[config.mk]
export PLATFORM = sky130hd
export DESIGN_NAME = memory_ram
export DESIGN_NICKNAME = d
export VERILOG_FILES = /design/src/rtl/memory_ram_pkg.sv /design/src/rtl/memory_ram.sv
export SDC_FILE = /design/constraint.sdc
export NUM_CORES = 1
export LEC_CHECK = 0
export ABC_AREA = 0
export BUFFER_PORTS_ARGS = -buffer_cell sky130_fd_sc_hd__buf_2
export CAP_MARGIN = 20
export CORE_ASPECT_RATIO = 1.5
export CORE_MARGIN = 3
export CORE_UTILIZATION = 52
export CTS_CLUSTER_DIAMETER = 200
export DETAILED_ROUTE_END_ITERATION = 10
export PLACE_DENSITY = 0.75
export SYNTH_ARGS = -nofsm -noshare
export SYNTH_HDL_FRONTEND = slang
export SYNTH_SLANG_ARGS = --single-unit
[constraint.sdc]
create_clock -name clk -period 1.6 [get_ports clk]
set_input_delay 0.16 -clock clk [delete_from_list [all_inputs] [get_ports clk]]
set_output_delay 0.16 -clock clk [all_outputs]
set_load 0.02 [all_outputs]
[src/rtl/memory_ram_pkg.sv]
// Shared constants for memory_ram: default geometry and the wr_rd request encoding.
package memory_ram_pkg;

    localparam int unsigned DefW = 4;
    localparam int unsigned DefD = 16;

    localparam logic WRITE = 1'b1;
    localparam logic READ  = 1'b0;

endpackage

[src/rtl/memory_ram.sv]
// Single-port synchronous RAM with a one-cycle valid/ready handshake.
// The storage array is the mem port itself so backdoor load/dump act on real state.
module memory_ram
    import memory_ram_pkg::*;
#(
    parameter int unsigned W = DefW,
    parameter int unsigned D = DefD,
    localparam int unsigned N = $clog2(D)
) (
    input  logic         clk,
    input  logic         res,
    input  logic         wr_rd,
    input  logic [N-1:0] addr,
    input  logic [W-1:0] wdata,
    input  logic         valid,
    output logic [W-1:0] rdata,
    output logic         ready,
    output logic [W-1:0] mem [D]
);

    always_ff @(posedge clk) begin
        if (res) begin
            // Reset wins over any request sampled on the same edge.
            mem   <= '{default: '0};
            rdata <= '0;
            ready <= 1'b0;
        end else begin
            ready <= valid;
            if (valid) begin
                if (wr_rd == WRITE) begin
                    mem[addr] <= wdata;
                end else begin
                    rdata <= mem[addr];
                end
            end
        end
    end

endmodule

Yosys cells after proc, flatten, opt, wreduce, memory -nomap -nowiden
Cells that the tools add are included.
{"block": "classes", "n_reduce_logical": 3, "mux": 6, "n_bitwise": 2, "order_cmp": 2}
{"operator": "bitwise mux 64 bit", "n": 1}
{"operator": "binary-select mux 4 bit (select 4 bit)", "n": 1}
{"operator": "demux 4 bit (select 4 bit)", "n": 1}
{"operator": "two-way mux 4 bit", "n": 3}
{"operator": "greater-or-equal comparator 5 bit, second input constant", "n": 1}
{"operator": "less-than comparator 5 x 1 -> 1 bit, second input constant", "n": 1}
{"operator": "NOT 4 -> 5 bit", "n": 1}
{"operator": "AND reduction 2 bit", "n": 2}
{"operator": "logical AND 1 bit", "n": 1}
{"operator": "NOT 1 bit", "n": 1}
{"block": "totals", "out_inout_bits": 69, "word_cells": 31, "reg_bits": 69, "input_bits": 12}

Logic depth before layout (Yosys ltp)
{"block": "logic_depth", "ltp_word": 6, "ltp_mapped": 7, "depth_no_buf": 4}

Least setup slack after synthesis
No wires, ideal clock.
{"block": "synth_timing", "kind": "reg2reg", "start": "register mem[26] in the netlist's numbering", "end": "register rdata[2]", "stages_incl_launch_ff": 5, "setup_ps": 134, "slack_ps": 86, "n_path_buf": 0, "period_less_slack_ps": 1514, "required_time_ps": 1466, "arrival_ps": 1380, "path_cell_list": "dfxtp_1 -> mux4_2 -> nor2b_1 -> a2111oi_0 -> nor4_1"}
{"block": "synth_between", "elab_chain_cells": 3}
{"element": "from (decl)", "line": "memory_ram.sv:18", "source": "output logic [W-1:0] mem [D]"}
{"element": "from (signal, indexed assignment)", "line": "memory_ram.sv:31", "source": "mem[addr] <= wdata;"}
{"element": "binary-select mux 4 bit (select 4 bit)", "line": "memory_ram.sv:33", "source": "rdata <= mem[addr];"}
{"element": "two-way mux 4 bit (not written as such) (2 in a row)", "line": "memory_ram.sv:33"}
{"element": "to (signal assigned)", "line": "memory_ram.sv:33"}
{"element": "to (decl)", "line": "memory_ram.sv:16", "source": "output logic [W-1:0] rdata,"}
No other way between the ends. The select of a mux whose other input is x is not followed.
A chain may end at the register's enable or synchronous reset.

Final worst setup path
{"block": "layout_timing", "start": "register mem[25] in the netlist's numbering", "end": "register rdata[1]"}
The elaborated chain is that of the path after synthesis.

==> impl_metrics.json <==
{
  "yosysSeqAreaShare": 0.4420,
  "crit_family": "multiplexers",
  "vias": 3022,
  "die_area_um2": 6996,
  "synth_area_um2": 3125,
  "gp_congestion": 0.8997,
  "synth_top_family_by_area": "multiplexers",
  "power_w": 0.003350,
  "r2r_setup_slack_ns": 0.08,
  "grt_first_pass_wirelength_um": 14130,
  "ys.flop_type": "dfxtp_1",
  "routed_wl_um": 8972,
  "cp_slowest_cell": "mux4_2",
  "synthCells": 356,
  "max_stage_delay_ns": 0.47,
  "hp-start": "valid",
  "timing.final.crit_share": 0.9491,
  "status": "finished, final reports clean",
  "ios": 81,
  "layout-drive-gt1-share": 0.3011,
  "nets": 452,
  "rsz0062_at_grt": "false",
  "p_comb_frac": 0.095,
  "period_needed_ns": 1.519,
  "avgSynthCellArea_um2": 8.779,
  "ir_drop_uv": 610.4,
  "min_delay_path_depth": 2,
  "fin_ws_ns": 0.08143,
  "critPathLaunchType": "flip-flop",
  "setup_viol": 0,
  "synthAdderAreaFrac": 0,
  "critPathKind": "reg -> reg",
  "grt_antenna_before_repair": 0,
  "p_leak_nw": 1.754,
  "synthMuxAreaShare": 0.1857,
  "multi_input_area_um2": 1604,
  "ctsHoldBuffers": 0,
  "crit_path_max_fanout": 3,
  "cts_root_buf": "clkbuf_8",
  "dieHeight_um": 101.0,
  "cts.reportedPaths.clkPinSlew_ns": 0.08,
  "cp-end-kind": "flip-flop",
  "grt_usage": 0.2558,
  "p_int_w": 0.002450,
  "cts_sinks": 69,
  "ys_top_cells_by_area": "dfxtp_1 44%, mux2i_1 13%, a21oi_1 6.4%",
  "route.detailed.wl_per_inst_um": 17.35,
  "fin_skew_ns": 0.007967,
  "drtPass1Iterations": 4,
  "pre_cts_ws_ns": -0.07112,
  "slew_headroom": 0.5752,
  "synth_edf_count": 0,
  "syn_nets": 368,
  "grt_pass1_vias": 2804,
  "ys_ff_latch": 69,
  "pwr-share-seq": 0.523,
  "placementRows": 34,
  "initial_core_util": 0.5363,
  "fillCellCount": 509,
  "maxCapViolations": 0,
  "timing.rr.start": "mem[25]$_SDFFE_PP0P_",
  "cts_buffer_depth": 2,
  "yosys.area.top_type_share": 0.4420,
  "dp_hpwl_um": 6512,
  "area_delta_synth_final_pct": 24.50,
  "htree_levels": 3,
  "hold_viol_final": 0,
  "cp.arrival_ns": 1.74,
  "register_area_um2": 1383,
  "required_ns": 1.82,
  "yosysWarnings": 0,
  "grt-ovfl-total": 0,
  "coreArea_um2": 5828,
  "worst_pin_slew_ns": 0.6372,
  "synthSimpleGateAreaFrac": 0.1785,
  "numCtsBuffers": 9,
  "viasPerCell": 5.845,
  "path_buf_inv": 0,
  "grt_max_degree": 31,
  "worstSkewPairLatency_ns": 0.36,
  "reg2reg_depth": 4,
  "drc": 0,
  "power_switching_w": 0.0008998,
  "power_density_nw_per_um2": 861.0,
  "antenna_cells": 0,
  "drtIter0Drc": 219,
  "clock_power_share": 0.382,
  "path_cells": "mux4_2, nor2b_1, a2111oi_2, nor4_1",
  "fmax_ghz": 0.6585,
  "r2r_end": "rdata[1]$_SDFFE_PP0P_",
  "synthArstFlopShare": 0,
  "hold_class": "in -> reg",
  "synth-compound-area-share": 0.1449,
  "slew_violations": 0,
  "switching_share": 0.2686,
  "antenna_left": 0,
  "port_buffers": 80,
  "synth_cell_type_count": 27,
  "die_w_um": 69.30,
  "yosys.area.top_type": "dfxtp_1",
  "yosys.area_share.xor_xnor": 0,
  "hold_end": "ready$_SDFF_PP0_",
  "cts_tree": "done"
}
state kept, by name, indices dropped and copies added (netlist names):
name   cells
rdata      4
mem       64
ready      1
stage by stage:
stage | hold WS [ns] | instances | utilization | setup TNS (ns) | cell area (um2)
3_3_place_gp | 0.4617 | 501 | 0.6350 | -0.03248 | 3701
2_1_floorplan | 0.2882 | 356 | - | 0 | 3126
3_5_place_dp | 0.4729 | 501 | 0.6350 | -0.1066 | 3701
5_1_grt | 0.1179 | 517 | 0.6677 | 0 | 3891
4_1_cts | 0.1146 | 517 | 0.6653 | 0 | 3877
6_report | 0.1229 | 517 | 0.6677 | 0 | 3891
power groups by stage:
stage,Sequential [W],Combinational (W),Clock (W)
after global routing,0.00175,0.000339,0.00136
after CTS,0.00175,0.000310,0.00128
after detailed placement,0.00179,0.000309,0
final,0.00175,0.000317,0.00128
after global placement,0.00179,0.000306,0
after floorplan,0.00181,0.000167,0
Yosys cell counts (2+ instances only):
master,n
nand2b_1,5
nand3b_1,3
or3_1,2
a2111oi_0,2
nand3_1,5
nand4b_1,2
a2111oi_2,2
clkbuf_1,22
mux2i_1,40
nand2_1,43
nor3_1,4
nor4_1,8
dfxtp_1,69
buf_2,4
a21oi_1,40
o22ai_1,4
mux4_2,8
nor2b_1,6
o21ai_0,36
nor2_1,42
buf_6,3
per-layer routing:
metal  wire length [um]  vias to the layer above  track usage
met5                  0                        -            0
met4                304                        0       0.1203
met2               4560                      129       0.4463
met3                501                       21      0.04591
met1               3605                     1450       0.3034
li1                   -                     1422            -
worst max-delay path by stage:
stage,from,to,cells after the start,slack [ns]
2_1_floorplan,mem[26]$_SDFFE_PP0P_,rdata[2]$_SDFFE_PP0P_,4,0.09
3_3_place_gp,addr[3],rdata[2]$_SDFFE_PP0P_,5,-0.03
3_5_place_dp,addr[3],rdata[2]$_SDFFE_PP0P_,5,-0.07
4_1_cts,mem[26]$_SDFFE_PP0P_,rdata[2]$_SDFFE_PP0P_,4,0.05
5_1_grt,mem[24]$_SDFFE_PP0P_,rdata[0]$_SDFFE_PP0P_,4,0.01
6_report,mem[25]$_SDFFE_PP0P_,rdata[1]$_SDFFE_PP0P_,4,0.08
cells by family after synthesis:
logic type             after synthesis
multiplexers                        48
AO/OA/AOI/OAI                       84
buffers and inverters               32
flip-flops                          69
AND/OR/NAND/NOR                    123
layout make-up:
type                            instances  share of cell area
Clock buffer                           10             0.03537
Multi-Input combinational cell        255              0.4122
Clock inverter                          6            0.009968
Sequential cell                        69              0.3553
Timing Repair Buffer                  105              0.1640
Tap cell                               72             0.02315
placed cells by master (no fill, tap or decap), drive strengths merged, types with 8 or more instances in the layout:
cell type | Yosys | layout
a21oi | 40 | 40
buf | 9 | 105
clkbuf | 23 | 10
dfxtp | 69 | 69
mux2i | 40 | 40
mux4 | 8 | 8
nand2 | 43 | 43
nor2 | 42 | 42
nor4 | 8 | 8
o21ai | 36 | 36
timing repair:
item                       in CTS  in global routing
buffers inserted                0                  0
hold endpoints to repair        0                  0
resized for setup               0                  5
setup endpoints to repair       0                  3
(Power assumes the default switching activity.)
